**src/rtl/hazard_pkg.sv**
```systemverilog
//==============================================================================
// Module      : hazard_pkg
// Description : Shared types and default sizes for the hazard control unit.
// Revision    : 1.0 - initial release
//==============================================================================
`default_nettype none

package hazard_pkg;

    localparam int DEFAULT_ADDR_W = 5;
    localparam int DEFAULT_CNT_W  = 32;

    typedef enum logic [1:0] {
        FWD_RF = 2'b00,
        FWD_W  = 2'b01,
        FWD_M  = 2'b10
    } fwd_sel_e;

endpackage

`default_nettype wire

```
**src/rtl/hazard_scoreboard.sv**
```systemverilog
//==============================================================================
// Module      : hazard_scoreboard
// Description : Pending-writeback bits for long-latency ops, with lookups.
// Revision    : 1.0 - initial release
//==============================================================================
`default_nettype none

module hazard_scoreboard
    import hazard_pkg::*;
#(
    parameter int ADDR_W = DEFAULT_ADDR_W
) (
    input  logic              clk,
    input  logic              rst_n,
    input  logic              set_en,
    input  logic [ADDR_W-1:0] set_addr,
    input  logic              clr_en,
    input  logic [ADDR_W-1:0] clr_addr,
    input  logic [ADDR_W-1:0] rs1,
    input  logic [ADDR_W-1:0] rs2,
    input  logic [ADDR_W-1:0] rd,
    output logic              rs1_pend,
    output logic              rs2_pend,
    output logic              rd_pend,
    output logic              pending_any
);

    localparam int NREG = 2 ** ADDR_W;
    localparam logic [NREG-1:0] c_live_mask = {{(NREG-1){1'b1}}, 1'b0};

    logic [NREG-1:0] r_pending;
    logic [NREG-1:0] w_set_hit;
    logic [NREG-1:0] w_clr_hit;
    logic [NREG-1:0] w_visible;

    for (genvar gi = 0; gi < NREG; gi++) begin : g_entry
        assign w_set_hit[gi] = set_en && (set_addr == ADDR_W'(gi));
        assign w_clr_hit[gi] = clr_en && (clr_addr == ADDR_W'(gi));
    end

    // Set is applied after clear so a same-cycle issue keeps the bit.
    always_ff @(posedge clk) begin
        if (!rst_n) begin
            r_pending <= '0;
        end else begin
            r_pending <= ((r_pending & ~w_clr_hit) | w_set_hit) & c_live_mask;
        end
    end

    // Writeback this cycle is visible to decode (register-file write-through).
    assign w_visible   = r_pending & ~w_clr_hit;
    assign rs1_pend    = w_visible[rs1];
    assign rs2_pend    = w_visible[rs2];
    assign rd_pend     = w_visible[rd];
    assign pending_any = |r_pending;

endmodule

`default_nettype wire

```
**src/rtl/hazard_ctrl.sv**
```systemverilog
//==============================================================================
// Module      : hazard_ctrl
// Description : Forwarding, stall/flush priority and perf counters for RV32I.
// Revision    : 1.0 - initial release
//==============================================================================
`default_nettype none

module hazard_ctrl
    import hazard_pkg::*;
#(
    parameter int ADDR_W = DEFAULT_ADDR_W,
    parameter int CNT_W  = DEFAULT_CNT_W
) (
    input  logic              clk,
    input  logic              rst_n,
    input  logic [ADDR_W-1:0] rs1D,
    input  logic [ADDR_W-1:0] rs2D,
    input  logic [ADDR_W-1:0] rdD,
    input  logic              regWriteD,
    input  logic [ADDR_W-1:0] rs1E,
    input  logic [ADDR_W-1:0] rs2E,
    input  logic [ADDR_W-1:0] rdE,
    input  logic              memReadE,
    input  logic              longIssueE,
    input  logic              pcsrcE,
    input  logic [ADDR_W-1:0] rdM,
    input  logic [ADDR_W-1:0] rdW,
    input  logic              regWriteM,
    input  logic              regWriteW,
    input  logic              longDoneW,
    input  logic [ADDR_W-1:0] longRdW,
    input  logic              icacheStall,
    input  logic              dcacheStall,
    input  logic              ctrClear,
    output logic [1:0]        forwardAE,
    output logic [1:0]        forwardBE,
    output logic              stallF,
    output logic              stallD,
    output logic              stallE,
    output logic              stallM,
    output logic              flushD,
    output logic              flushE,
    output logic              flushW,
    output logic              pendingAny,
    output logic [CNT_W-1:0]  cntHazStall,
    output logic [CNT_W-1:0]  cntLoadUse,
    output logic [CNT_W-1:0]  cntFlush,
    output logic [CNT_W-1:0]  cntDcache
);

    logic w_rs1_pend, w_rs2_pend, w_rd_pend, w_any;
    logic w_set_en, w_e_hits_d, w_lu_haz, w_sb_haz;
    logic w_take_haz, w_take_flush;
    fwd_sel_e w_fwd_a, w_fwd_b;

    function automatic fwd_sel_e pick_fwd(
        input logic [ADDR_W-1:0] rs,
        input logic [ADDR_W-1:0] rd_m,
        input logic              we_m,
        input logic [ADDR_W-1:0] rd_w,
        input logic              we_w
    );
        if (we_m && rd_m != '0 && rd_m == rs)      return FWD_M;
        else if (we_w && rd_w != '0 && rd_w == rs) return FWD_W;
        else                                       return FWD_RF;
    endfunction

    assign w_set_en = longIssueE && !stallE && (rdE != '0);

    hazard_scoreboard #(.ADDR_W(ADDR_W)) u_scoreboard (
        .clk        (clk),
        .rst_n      (rst_n),
        .set_en     (w_set_en),
        .set_addr   (rdE),
        .clr_en     (longDoneW),
        .clr_addr   (longRdW),
        .rs1        (rs1D),
        .rs2        (rs2D),
        .rd         (rdD),
        .rs1_pend   (w_rs1_pend),
        .rs2_pend   (w_rs2_pend),
        .rd_pend    (w_rd_pend),
        .pending_any(w_any)
    );

    assign w_e_hits_d = (rdE != '0) && ((rdE == rs1D) || (rdE == rs2D));
    assign w_lu_haz   = memReadE && w_e_hits_d;
    assign w_sb_haz   = (w_rs1_pend && rs1D != '0) || (w_rs2_pend && rs2D != '0) ||
                        (regWriteD && w_rd_pend) || (longIssueE && w_e_hits_d);

    always_comb begin
        w_fwd_a = FWD_RF;
        w_fwd_b = FWD_RF;
        if (rst_n) begin
            w_fwd_a = pick_fwd(rs1E, rdM, regWriteM, rdW, regWriteW);
            w_fwd_b = pick_fwd(rs2E, rdM, regWriteM, rdW, regWriteW);
        end
    end

    assign forwardAE  = w_fwd_a;
    assign forwardBE  = w_fwd_b;
    assign pendingAny = rst_n && w_any;

    // Branch redirect sits above decode stalls so it can never be held off.
    always_comb begin
        stallF       = 1'b0;
        stallD       = 1'b0;
        stallE       = 1'b0;
        stallM       = 1'b0;
        flushD       = 1'b0;
        flushE       = 1'b0;
        flushW       = 1'b0;
        w_take_haz   = 1'b0;
        w_take_flush = 1'b0;
        if (!rst_n) begin
            flushD = 1'b1;
            flushE = 1'b1;
            flushW = 1'b1;
        end else if (dcacheStall) begin
            stallF = 1'b1;
            stallD = 1'b1;
            stallE = 1'b1;
            stallM = 1'b1;
            flushW = 1'b1;
        end else if (pcsrcE) begin
            flushD       = 1'b1;
            flushE       = 1'b1;
            w_take_flush = 1'b1;
        end else if (w_lu_haz || w_sb_haz) begin
            stallF     = 1'b1;
            stallD     = 1'b1;
            flushE     = 1'b1;
            w_take_haz = 1'b1;
        end else if (icacheStall) begin
            stallF = 1'b1;
            flushD = 1'b1;
        end
    end

    always_ff @(posedge clk) begin
        if (!rst_n || ctrClear)                   cntHazStall <= '0;
        else if (w_take_haz && cntHazStall != '1) cntHazStall <= cntHazStall + CNT_W'(1);
    end

    always_ff @(posedge clk) begin
        if (!rst_n || ctrClear)                              cntLoadUse <= '0;
        else if (w_take_haz && w_lu_haz && cntLoadUse != '1) cntLoadUse <= cntLoadUse + CNT_W'(1);
    end

    always_ff @(posedge clk) begin
        if (!rst_n || ctrClear)                  cntFlush <= '0;
        else if (w_take_flush && cntFlush != '1) cntFlush <= cntFlush + CNT_W'(1);
    end

    always_ff @(posedge clk) begin
        if (!rst_n || ctrClear)                  cntDcache <= '0;
        else if (dcacheStall && cntDcache != '1) cntDcache <= cntDcache + CNT_W'(1);
    end

endmodule

`default_nettype wire
```
**config.mk**
```make
export PLATFORM = sky130hd
export DESIGN_NAME = hazard_ctrl
export DESIGN_NICKNAME = d
export VERILOG_FILES = /design/src/rtl/hazard_pkg.sv /design/src/rtl/hazard_scoreboard.sv /design/src/rtl/hazard_ctrl.sv
export SDC_FILE = /design/constraint.sdc
export NUM_CORES = 1
export LEC_CHECK = 0
export CORE_MARGIN = 4
export CORE_UTILIZATION = 40
export DETAILED_ROUTE_END_ITERATION = 8
export PLACE_DENSITY_LB_ADDON = 0.1
export SLEW_MARGIN = 20
export SYNTH_ARGS = -nofsm -noshare
export SYNTH_HDL_FRONTEND = slang
export SYNTH_SLANG_ARGS = --single-unit
```
**constraint.sdc**
```tcl
create_clock -name clk -period 3.72 [get_ports clk]
set_input_delay 0.744 -clock clk [delete_from_list [all_inputs] [get_ports clk]]
set_output_delay 0.744 -clock clk [all_outputs]
set_load 0.05 [all_outputs]
```
# == Yosys cells after proc, flatten, opt, wreduce, memory -nomap -nowiden ==
# Cells that the tools add are included.
# W data, S select, Z words.
# word_totals
elab_cells,224
regBits,160
inputBits,57
output_inout_bits,140
# op_classes
n_lt_le_gt_ge,3
reduce_logical,100
bitwise_logic,3
eq_ne,72
n_addsub,4
n_mux,36
# ops
op,count
$eq A5 B5 Y1 const B,32
$add A32 B1 Y32 const B,4
$ne A32 B32 Y1 const B,4
$logic_and A1 B1 Y1,84
$eq A5 B4 Y1 const B,16
$eq A5 B3 Y1 const B,8
$and A32 B32 Y32,1
$not A32 Y32,1
$or A32 B32 Y32,1
$reduce_or A32 Y1,1
$eq A5 B5 Y1,6
$mux W1,29
$reduce_bool A5 Y1,5
$eq A5 B2 Y1 const B,4
$lt A5 B6 Y1 const B,3
$bmux W1 S5,3
$eq A5 B1 Y1 const B,2
$logic_not A5 Y1,2
$mux W2,4
$logic_or A1 B1 Y1,6
$logic_not A1 Y1,2

# == Logic depth before layout (Yosys ltp) ==
# Gate-level depths: netlist (run 1).
# logic_depth
word_depth,17
ltp_mapped,14
ltp_nobuf,8

# == By module ==
# From an unflattened synthesis (run 1), not the netlist that was laid out.
# unflattened
hier_cells,1162
area_unflattened_um2,9417.8
# by_module_without_submodules
mod,area_each_um2,n_inst,cells_per_inst,seq_area_each_um2
hazard_ctrl,6620.1,1,804,2562.5
hazard_scoreboard,2797.7,1,358,620.6

# == Least setup slack after synthesis (run 1) ==
# OpenSTA, ideal clock, no wires.
# synth_path
path_type,in2out
start,in longRdW[0]
end,out flushD
path_stages,13
n_path_buf,5
required_ps,2976
t_arrival_ps,3728
setup_slack_ps,-752
path_cell_list,buf_4 or2_1 buf_6 buf_4 o21ai_0 o221ai_1 a21oi_1 o311ai_1 nor4_2 buf_6 buf_6 o21ai_1 nor2_1
# synth_via
elab_chain_len,15
elab_cells_between_ends,83
cone_classes,eq/ne: 31; mux: 10; bitwise: 2; reduce/logical: 40
# synth_lines
item,line_no,text
start: declaration,hazard_ctrl.sv:31,"input logic [ADDR_W-1:0] longRdW,"
$eq A5 B1 Y1 (tied with other cells),hazard_scoreboard.sv:38,assign w_clr_hit[gi] = clr_en && (clr_addr == ADDR_W'(gi));
$logic_and A1 B1 Y1,hazard_scoreboard.sv:38,
$not A32 Y32 *,hazard_scoreboard.sv:51,assign w_visible = r_pending & ~w_clr_hit;
$and A32 B32 Y32 *,hazard_scoreboard.sv:51,
"$bmux W1 S5, on equally long branches","hazard_scoreboard.sv:52, hazard_scoreboard.sv:53",
"$mux W1, on equally long branches","hazard_scoreboard.sv:52, hazard_scoreboard.sv:53",
$logic_and A1 B1 Y1,hazard_ctrl.sv:88,assign w_sb_haz = (w_rs1_pend && rs1D != '0) || (w_rs2_pend && rs2D != '0) ||
$logic_or A1 B1 Y1,hazard_ctrl.sv:88,
$logic_or A1 B1 Y1 *,hazard_ctrl.sv:88,
$logic_or A1 B1 Y1 *,hazard_ctrl.sv:89,(regWriteD && w_rd_pend) || (longIssueE && w_e_hits_d);
$logic_or A1 B1 Y1 *,hazard_ctrl.sv:129,end else if (w_lu_haz || w_sb_haz) begin
$mux W1 *,hazard_ctrl.sv:129,
$mux W1 *,hazard_ctrl.sv:125,end else if (pcsrcE) begin
$mux W1 *,hazard_ctrl.sv:119,end else if (dcacheStall) begin
$mux W1 *,hazard_ctrl.sv:115,if (!rst_n) begin
end: declaration,hazard_ctrl.sv:41,"output logic flushD,"
# Every way passes the cells marked *; elsewhere a longest branch is shown, timed or not. The select of a mux whose other input is x is not followed.

# == Worst setup path in the final report (run 1) ==
# layout_path
start,in longRdW[2]
end,out stallF
# layout_via
elab_chain_len,15
elab_cells_between_ends,83
cone_classes,eq/ne: 31; mux: 10; bitwise: 2; reduce/logical: 40
# layout_lines
item,line_no,text
$eq A5 B1 Y1 (tied with other cells),hazard_scoreboard.sv:38,
$logic_and A1 B1 Y1,hazard_scoreboard.sv:38,
$not A32 Y32 *,hazard_scoreboard.sv:51,
$and A32 B32 Y32 *,hazard_scoreboard.sv:51,
"$bmux W1 S5, on equally long branches","hazard_scoreboard.sv:52, hazard_scoreboard.sv:53",
"$mux W1, on equally long branches","hazard_scoreboard.sv:52, hazard_scoreboard.sv:53",
$logic_and A1 B1 Y1,hazard_ctrl.sv:88,
$logic_or A1 B1 Y1,hazard_ctrl.sv:88,
$logic_or A1 B1 Y1 *,hazard_ctrl.sv:88,
$logic_or A1 B1 Y1 *,hazard_ctrl.sv:89,
$logic_or A1 B1 Y1 *,hazard_ctrl.sv:129,
$mux W1 *,hazard_ctrl.sv:129,
$mux W1 *,hazard_ctrl.sv:125,
$mux W1 *,hazard_ctrl.sv:119,
$mux W1 *,hazard_ctrl.sv:115,
end: declaration,hazard_ctrl.sv:37,"output logic stallF,"
# Marks and branches as above.

==> impl_results.md, run 1 <==
* Status: finished, violations left
* Failing checks: negative setup slack
* Clk_skew at 0.0132 ns
* Final Hold Viols at 0
* Finished Layout Cells at 1734
* Root Driver: clkbuf_16
* Most common cell after layout, fill and taps aside: clkdlybuf4s50_1
* Reg clk slew, reported paths at 0.07 ns
* Compound-Gate Fraction of Synth Area at 16.1%
* Maximum VDD drop at 0.218 mV
* RSZ-0062 raised after global routing: true
* Synth warnings at 0
* Async S/R FF share, synth at 0%
* RD Place Congestion at 0.986
* Critical Path RT at 2.98 ns
* Post-Syn Instances at 1143
* Syn Area/Cell at 8.03 um2
* DRT Pass-1 Iters at 5
* Largest net degree at the start of global routing at 53
* R2r endpoint: cntFlush[16]$_SDFFE_PP0P_
* CTS tree: done
* Iter 0 DRT Violations at 776
* DRC Markers at 0
* Relative slew margins at 43.4%
* Via Count at 9620
* Worst slew pin tran at 0.841 ns
* CP peak stage delay at 0.59 ns
* Pleak at 4.44 nW
* Post-layout instance area at 0.0131 mm2
* Min-delay worst type: reg -> reg
* Die area at 0.0254 mm2
* Die Y-Extent at 159 um
* Wl on met1 at 13900 um
* Setup Viol. Count Final at 4
* Post-DR wirelength/cell at 17.9 um
* Buffers & Inverters on Critical Path at 4
* Slowest CP cell: or4b_4
* H-tree Lvls at 4
* Ratio of cells with drive above 1 in the final layout at 15.9%
* Post-synth cell types at 62
* Flop and latch count out of synthesis at 159
* Post-Syn Area at 0.00918 mm2
* Worst Hold Slack at 0.489 ns
* XOR/XNOR share of the synthesized area at 11.6%
* Initial Util at 40.7%
* F_max at 251 MHz
* Post-synth EDFFs at 0
* Syn_nets at 1204
* Part of the cycle the worst path needs at 107%
* Area post-placement at 0.0124 mm2
* Startpoint types: primary input
* CTS sink count at 159
* Core area at 0.0226 mm2
* R2R Setup Slk at 0.75 ns
* Simple-Gate Fraction of Synth Area at 29.8%
* Met3 WL at 1990 um
* Max Buffers Root-to-Sink at 2
* Crit. End Element: output pin
* Top sig layer: met4
* Vias in the first global route at 9423
* Critical path endpoint: stallF
* Reg-to-reg startpoint: cntFlush[6]$_SDFFE_PP0P_
* Tot Pwr at 3.99 mW
* Die X at 159 um
* Area grow syn2layout at 42.8%
* Worst reg2reg path depth at 8
* WP data arrival at 3.24 ns
* Fillcell total at 2094
* Pwr Density at 304 mW/mm2
* Io pins at 197
* Placed insts at 1694
* Post-DP HPWL at 23300 um
* GR Util All Layers at 24.0%
* DRT Wirelength at 31000 um
* Path type of the worst setup path: in -> out
* Post-synthesis mux area share at 2.47%
* Worst-Skew Late Latency at 0.42 ns
* CTS buffer count at 17
* Crit-path max FO at 5
* Antenna violations before repair at 1
* Seq/Total Area, Yosys at 34.7%
* Max-Cap Viols at 0
* # nets final at 1497
* Crit-path most repeated cell: o211ai_1
* Final Max Slew Viols at 0
* Final ANT Viol Nets at 0
* Worst path cell trace: buf_8 -> buf_6 -> or4b_4 -> o211ai_1 -> o221ai_1 -> o211ai_1 -> o211ai_1 -> nor4_4 -> buf_12 -> o21ai_4 -> a21o_4 -> buf_8
* Final setup margin at -0.269 ns
* Site Rows at 55
* Critical path launch point: longRdW[2]
* CP delay by family, top: simple AND/OR/NAND/NOR gates
* Minimum clock period at 3.99 ns
* Vias per cell at 5.55
* Gr ovfl total at 0
* Port Buffers at 196
* Crit path depth at 12
* Fraction of the mapped netlist area in adder cells at 0.545%
* First-pass GRT wire length at 50500 um
* Ys flop type: dfxtp_1
* Met2 WL post-DR at 14500 um
* Most frequent cells in the layout: 171 x clkdlybuf4s50_1, 159 x dfxtp_1, 132 x buf_4
* Largest family of logic cells by synthesized area: simple AND/OR/NAND/NOR gates
-- cell families after synthesis --
logic type	Yosys count
buffers and inverters	95
and+or+nand+nor	522
xor gates and xnor gates	122
adders and majority gates	4
muxes	21
DFF	159
AOI/OAI and AO/OA	220
-- routing by layer --
layer	vias to the layer above	track usage, %
met5	-	0
met4	0	6.86
met3	47	6.29
met2	317	39.4
met1	4511	31.1
li1	4745	-
-- power by group --
part           switching (mW)  internal, mW
Sequential            0.00607          1.71
Clock                   0.787         0.951
Combinational           0.302         0.235
Total                    1.10          2.89
-- worst min-delay path by stage --
stage,start,endpoint,slack (ns),cells after the start
6_report,cntHazStall[9]$_SDFFE_PP0P_,cntHazStall[9]$_SDFFE_PP0P_,0.49,2
5_1_grt,cntHazStall[18]$_SDFFE_PP0P_,cntHazStall[18]$_SDFFE_PP0P_,0.53,2
4_1_cts,cntHazStall[5]$_SDFFE_PP0P_,cntHazStall[5]$_SDFFE_PP0P_,0.49,2
3_5_place_dp,cntHazStall[5]$_SDFFE_PP0P_,cntHazStall[5]$_SDFFE_PP0P_,0.48,2
3_3_place_gp,cntHazStall[5]$_SDFFE_PP0P_,cntHazStall[5]$_SDFFE_PP0P_,0.47,2
2_1_floorplan,u_scoreboard.r_pending[30]$_SDFF_PN0_,u_scoreboard.r_pending[30]$_SDFF_PN0_,0.49,2
-- sequential cells by signal, summed over array words and instances (netlist names) --
register,count
cntDcache,32
cntFlush,32
cntHazStall,32
cntLoadUse,32
u_scoreboard.r_pending,31
-- worst min-delay path, delay by kind of cell, from the launching register on --
family	cells	cell delay, ns
flops	1	0.33
mux	1	0.05
simple gates	1	0.06
-- what timing repair did --
item	CTS	global route
hold endpoints to repair	0	0
endpoints found under the setup margin	24	4
setup buffers	8	0
pin swaps	16	3
gates resized for setup	68	6
hold buffers	0	0
cloned	0	0
-- stage by stage --
stage	util [%]	setup TNS, ns	worst slack, ns
after global routing	58.1	-1.40	-0.399
after global placement	54.7	-14.81	-0.733
after floorplan	-	-0.0982	-0.0697
after detailed placement	54.7	-15.23	-0.734
final	58.1	-0.891	-0.269
after CTS	58.0	-0.832	-0.259
-- area by class of cell --
type,instances,area (um2),area share [%]
multi-input combinational,889,5710,43.6
sequential,159,3180,24.3
timing repair buffer,338,3160,24.1
clock buffer,18,429,3.28
tap,285,357,2.72
clock inverter,13,146,1.12
inverter,31,116,0.888
antenna,1,2.50,0.0191
-- cells in the mapped netlist (all sizes together) (3+ instances only) --
master,instances,area share [%]
dfxtp,159,35
nor2,130,5.3
nand2,93,3.8
xor2,78,7.4
nand3,68,3.7
o21ai,61,3.4
xnor2,44,4.2
nand4,40,2.7
clkbuf,36,1.5
a21oi,34,1.9
or4,34,2.8
o211ai,33,2.7
inv,30,1.2
buf,28,2.1
nor3,26,1.5
o31ai,26,2.1
and2,25,1.7
nor4,25,1.9
and3,20,1.4
nand2b,19,1.3
a21boi,17,1.4
mux2i,17,1.9
o2111ai,14,1.3
nor2b,10,0.68
o311ai,10,0.95
and4,8,0.76
or3,7,0.48
a211oi,4,0.33
ha,4,0.55
nand4b,4,0.45
a2111oi,3,0.29
a221oi,3,0.29
mux2,3,0.37
nand4bb,3,0.42
nor4b,3,0.29
o21a,3,0.25
o221ai,3,0.29
or2,3,0.20
Note: power is estimated with default switching activity, not from simulation.
==> run 2, diff against run 1 <==
Clock period 3.72 ns to 4.8 ns, I/O delays scaled along.
==> run 2 against run 1 <==
The run now ends clean. Via count is 1.6% lower. Sequential power shrank 22%. Power decreased by 21%. Utilization decreased by 2.7 points. Register-to-register slack gained 1.0 ns. Hold slack got worse by 0.014 ns. Cell count is 4.0% lower. Clock-buffer cell count stayed put. Highest routed layer unchanged.
==> impl_results.md, run 2 (synthesis gave the netlist of run 1 again) <==
* Pleak at 4.10 nW
* N_diodes at 0
* Vias per cell at 5.69
* Die X at 159 um
* Finished Layout Cells at 1665
* Gr ovfl total at 0
* Tot Pwr at 3.14 mW
* Largest net degree at the start of global routing at 71
* Sw frac at 26.6%
* Via Count at 9467
* Crit-path max FO at 9
* RD Place Congestion at 0.987
* Port Buffers at 196
* Minimum clock period at 4.59 ns
* Max-Cap Viols at 0
* Root Driver: clkbuf_16
* Setup Viol. Count Final at 0
* GR Util All Layers at 23.3%
* Pwr Density at 251 mW/mm2
* Min-delay worst type: reg -> reg
* Critical Path RT at 3.84 ns
* First-pass GRT wire length at 49300 um
* Crit. End Element: output pin
* Initial Util at 40.7%
* Placed insts at 1630
* Die Y-Extent at 159 um
* Startpoint types: primary input
* H-tree Lvls at 4
* Clock power frac at 46.3%
* Reg power frac at 42.2%
* Area grow syn2layout at 36.1%
* Ratio of cells with drive above 1 in the final layout at 10.1%
* Maximum VDD drop at 0.217 mV
* Logic pwr share at 11.5%
* Die area at 0.0254 mm2
* Reg clk slew, reported paths at 0.07 ns
* Worst-Skew Late Latency at 0.42 ns
* CTS buffer count at 17
* DRC Markers at 0
* Iter 0 DRT Violations at 742
* WP data arrival at 3.63 ns
* Most common cell after layout, fill and taps aside: clkdlybuf4s50_1
* Post-DR wirelength/cell at 18.3 um
* # nets final at 1428
* Final Max Slew Viols at 0
* Status: completed
* Final setup margin at 0.208 ns
* Io pins at 197
* Pint at 2.31 mW
* DRT Wirelength at 30500 um
* Site Rows at 55
* Vias in the first global route at 9219
* Placement Setup Slack at -0.0516 ns
* Worst slew pin tran at 0.971 ns
* Most frequent cells in the layout: 181 x clkdlybuf4s50_1, 159 x dfxtp_1, 129 x nor2_1
* Antenna violations before repair at 0
* Clk_skew at 0.0100 ns
* NetSw at 0.836 mW
* Final Hold Viols at 0
* Relative slew margins at 35.0%
* CTS sink count at 159
* DRT Pass-1 Iters at 6
* Path type of the worst setup path: in -> out
* Max Buffers Root-to-Sink at 2
* RSZ-0062 raised after global routing: false
* Post-DP HPWL at 22500 um
* Core area at 0.0226 mm2
* Final ANT Viol Nets at 0
* F_max at 218 MHz
* CTS tree: done
* Final setup TNS at 0 ns
* Part of the cycle the worst path needs at 95.7%
run 2: cell types whose count changed in the layout (fill, tap and decap cells not counted), moves of 5 or more:
| cell | before | now |
|---|---|---|
| buf_12 | 11 | 6 |
| o21ai_0 | 43 | 48 |
| dlymetal6s2s_1 | 0 | 5 |
| buf_6 | 10 | 0 |
| buf_4 | 132 | 75 |
| clkdlybuf4s50_1 | 171 | 181 |
| dlygate4sd2_1 | 7 | 1 |
run 2: metrics by stage:
step	utilization, %	hold slack (ns)	area, um2
detailed placement	52.2	0.464	11800
global placement	52.2	0.461	11800
finish	55.3	0.475	12500
floorplan	-	0.490	9180
CTS	55.1	0.473	12400
global route	55.3	0.505	12500
run 2: per-layer routing:
metal  up-vias  routed length, um  track usage [%]
met5         -                  0                0
met2       325              14600             39.0
met3        61               1960             5.44
met1      4473              13200             29.7
met4         0                731             7.61
li1       4608                  -                -
run 2: final timing paths:
kind,start,slack [ns],end,cells after the start
max reg2reg,cntHazStall[2]$_SDFFE_PP0P_,1.75,cntHazStall[3]$_SDFFE_PP0P_,8
min,cntHazStall[9]$_SDFFE_PP0P_,0.48,cntHazStall[9]$_SDFFE_PP0P_,2
min reg2reg,cntHazStall[9]$_SDFFE_PP0P_,0.48,cntHazStall[9]$_SDFFE_PP0P_,2
max,longRdW[3],0.21,flushE,13
run 2: cell type report:
class                   instances  area [um2]
inverters                      31         116
multi-input cells             889        5630
clock inverters                14         196
repair buffers                269        2580
fillers                      2181       10100
flip-flops and latches        159        3180
clock buffers                  18         429
well taps                     285         357
run 2: timing repair:
| action | 4_1_cts | 5_1_grt |
|---|---|---|
| cloned | 0 | 0 |
| setup endpoints to repair | 2 | 4 |
| pin swaps | 0 | 3 |
| hold endpoints to repair | 0 | 0 |
| resized for setup | 5 | 17 |
| hold buffers | 0 | 0 |
| buffers inserted | 1 | 2 |
run 2: worst max-delay path, stage by stage:
cell	delay, ns
dlygate4sd2_1	0.34
buf_4	0.18
nor4bb_1	0.30
buf_4	0.17
a21oi_1	0.06
a2111o_1	0.36
o211ai_1	0.15
o211ai_1	0.20
nor4_4	0.38
buf_4	0.17
buf_4	0.10
a21oi_1	0.05
buf_4	0.20
run 2: power groups by stage:
stage | sequential [mW] | combinational (mW) | clock, mW
final | 1.33 | 0.362 | 1.45
after global routing | 1.33 | 0.387 | 1.54
after CTS | 1.33 | 0.354 | 1.48
after detailed placement | 1.36 | 0.351 | 0
after global placement | 1.36 | 0.353 | 0
after floorplan | 1.36 | 0.197 | 0
==> run 3, diff against run 2 <==
Settings changed: CTS_CLUSTER_SIZE set to 40, MAX_ROUTING_LAYER set to met4.
==> run 3 against run 2 <==
Critical path depth down 3. Hold slack better by 0.0011 ns. Non-clock buffer count up 2. Utilization up 0.11 points. Clock-buffer cell count unchanged. Sequential power about the same. Via count down 0.61%. Sequential cell count unchanged. Critical path type unchanged. Largest power group unchanged.
==> impl_results.md, run 3 (synthesis gave the netlist of run 1 again) <==
* Most frequent cells in the layout: 182 x clkdlybuf4s50_1, 159 x dfxtp_1, 129 x nor2_1
* Die area at 0.0254 mm2
* Relative slew margins at 33.1%
* Clock power frac at 45.2%
* Final Hold Viols at 0
* Critical Path RT at 3.84 ns
* Post-DP HPWL at 22700 um
* F_max at 221 MHz
* N_diodes at 0
* Via Count at 9409
* Gr ovfl total at 0
* DRT Wirelength at 30300 um
* Die X at 159 um
* Worst-Skew Late Latency at 0.43 ns
* CTS sink count at 159
* GR Util All Layers at 24.0%
* CTS tree: done
* Finished Layout Cells at 1667
* Max Buffers Root-to-Sink at 2
* Post-DR wirelength/cell at 18.2 um
* Ratio of cells with drive above 1 in the final layout at 10.6%
* Die Y-Extent at 159 um
* Setup Viol. Count Final at 0
* First-pass GRT wire length at 49200 um
* Pleak at 4.12 nW
* Io pins at 197
* Status: completed
* Pint at 2.22 mW
* Logic pwr share at 11.8%
* Max-Cap Viols at 0
* Minimum clock period at 4.53 ns
* Critical path endpoint: stallF
* Largest net degree at the start of global routing at 61
* Vias in the first global route at 9241
* Min-delay worst type: reg -> reg
* DRT Pass-1 Iters at 6
* WP data arrival at 3.57 ns
* NetSw at 0.859 mW
* Part of the cycle the worst path needs at 94.5%
* Final ANT Viol Nets at 0
* Critical path launch point: rdD[0]
* Crit-path max FO at 15
* Antenna violations before repair at 0
* Worst reg2reg path depth at 8
* Sw frac at 27.9%
* H-tree Lvls at 4
* Placed insts at 1634
* Core area at 0.0226 mm2
* Vias per cell at 5.64
* Worst Hold Slack at 0.477 ns
* Maximum VDD drop at 0.173 mV
* Root Driver: clkbuf_16
* # nets final at 1430
* Crit. End Element: output pin
* Final setup margin at 0.265 ns
* Pwr Density at 246 mW/mm2
* CTS buffer count at 17
* Worst slew pin tran at 0.999 ns
* Clk_skew at 0.0111 ns
* RSZ-0062 raised after global routing: false
* Path type of the worst setup path: in -> out
* Final Max Slew Viols at 0
* R2r endpoint: cntHazStall[3]$_SDFFE_PP0P_
* Port Buffers at 196
* Area grow syn2layout at 36.4%
* Iter 0 DRT Violations at 617
* DRC Markers at 0
* Site Rows at 55
* Most common cell after layout, fill and taps aside: clkdlybuf4s50_1
* Final Core Density at 55.4%
* Reg clk slew, reported paths at 0.07 ns
* RD Place Congestion at 0.978
* Reg-to-reg startpoint: cntHazStall[2]$_SDFFE_PP0P_
* Reg power frac at 43.0%
* Initial Util at 40.7%
* Startpoint types: primary input
* Placement Setup Slack at -0.0874 ns
* Tot Pwr at 3.08 mW
* R2R Setup Slk at 1.77 ns
run 3: changes by cell type in the layout (fill, tap and decap cells not counted), moves of 2 or more:
cell	previous run	this run
buf_4	75	77
bufinv_16	3	1
inv_8	2	4
o21ai_1	10	7
o21ai_2	3	6
run 3: worst min path at each step:
| stage | start | to | slack, ns | depth (start not counted) |
|---|---|---|---|---|
| after floorplan | u_scoreboard.r_pending[30]$_SDFF_PN0_ | u_scoreboard.r_pending[30]$_SDFF_PN0_ | 0.49 | 2 |
| after global placement | cntHazStall[9]$_SDFFE_PP0P_ | cntHazStall[9]$_SDFFE_PP0P_ | 0.46 | 2 |
| after detailed placement | cntHazStall[9]$_SDFFE_PP0P_ | cntHazStall[9]$_SDFFE_PP0P_ | 0.47 | 2 |
| after CTS | cntHazStall[9]$_SDFFE_PP0P_ | cntHazStall[9]$_SDFFE_PP0P_ | 0.48 | 2 |
| after global routing | cntHazStall[5]$_SDFFE_PP0P_ | cntHazStall[5]$_SDFFE_PP0P_ | 0.50 | 2 |
| final | cntHazStall[9]$_SDFFE_PP0P_ | cntHazStall[9]$_SDFFE_PP0P_ | 0.48 | 2 |
run 3: layout make-up:
class	instances	area [um2]
clock buffers	18	439
repair buffers	271	2590
fillers	2187	10100
clock inverters	14	165
inverters	31	116
flip-flops and latches	159	3180
well taps	285	357
multi-input cells	889	5660
run 3: timing repair:
item	4_1_cts	5_1_grt
buffers inserted	1	0
resized for setup	10	15
setup endpoints to repair	2	4
pin swaps	1	1
hold buffers	0	0
run 3: power by group through the flow:
stage                     clock (mW)  combinational, mW  sequential, mW
after global placement             0              0.356            1.36
after detailed placement           0              0.354            1.36
final                           1.39              0.364            1.33
after floorplan                    0              0.197            1.36
after global routing            1.49              0.390            1.33
after CTS                       1.43              0.360            1.33
run 3: through the flow:
stage	setup TNS, ns	cell area (um2)
floorplan	0	9180
global placement	-0.122	11800
detailed placement	-0.147	11800
CTS	0	12500
global route	0	12500
finish	0	12500
run 3: worst max-delay path, stage by stage:
cell	delay, ns
clkdlybuf4s50_1	0.51
buf_12	0.16
mux4_2	0.54
o211ai_1	0.10
and3_1	0.23
o211ai_1	0.16
nor4_4	0.41
o21ai_2	0.15
a21o_1	0.17
buf_4	0.18
run 3: routing by layer:
| layer | track usage, % | vias to the layer above | part of all wire (%) |
|---|---|---|---|
| li1 | - | 4598 | - |
| met1 | 29.9 | 4448 | 44 |
| met2 | 37.9 | 297 | 47 |
| met3 | 5.80 | 66 | 6.5 |
| met4 | 8.80 | 0 | 3.0 |
| met5 | - | - | 0 |
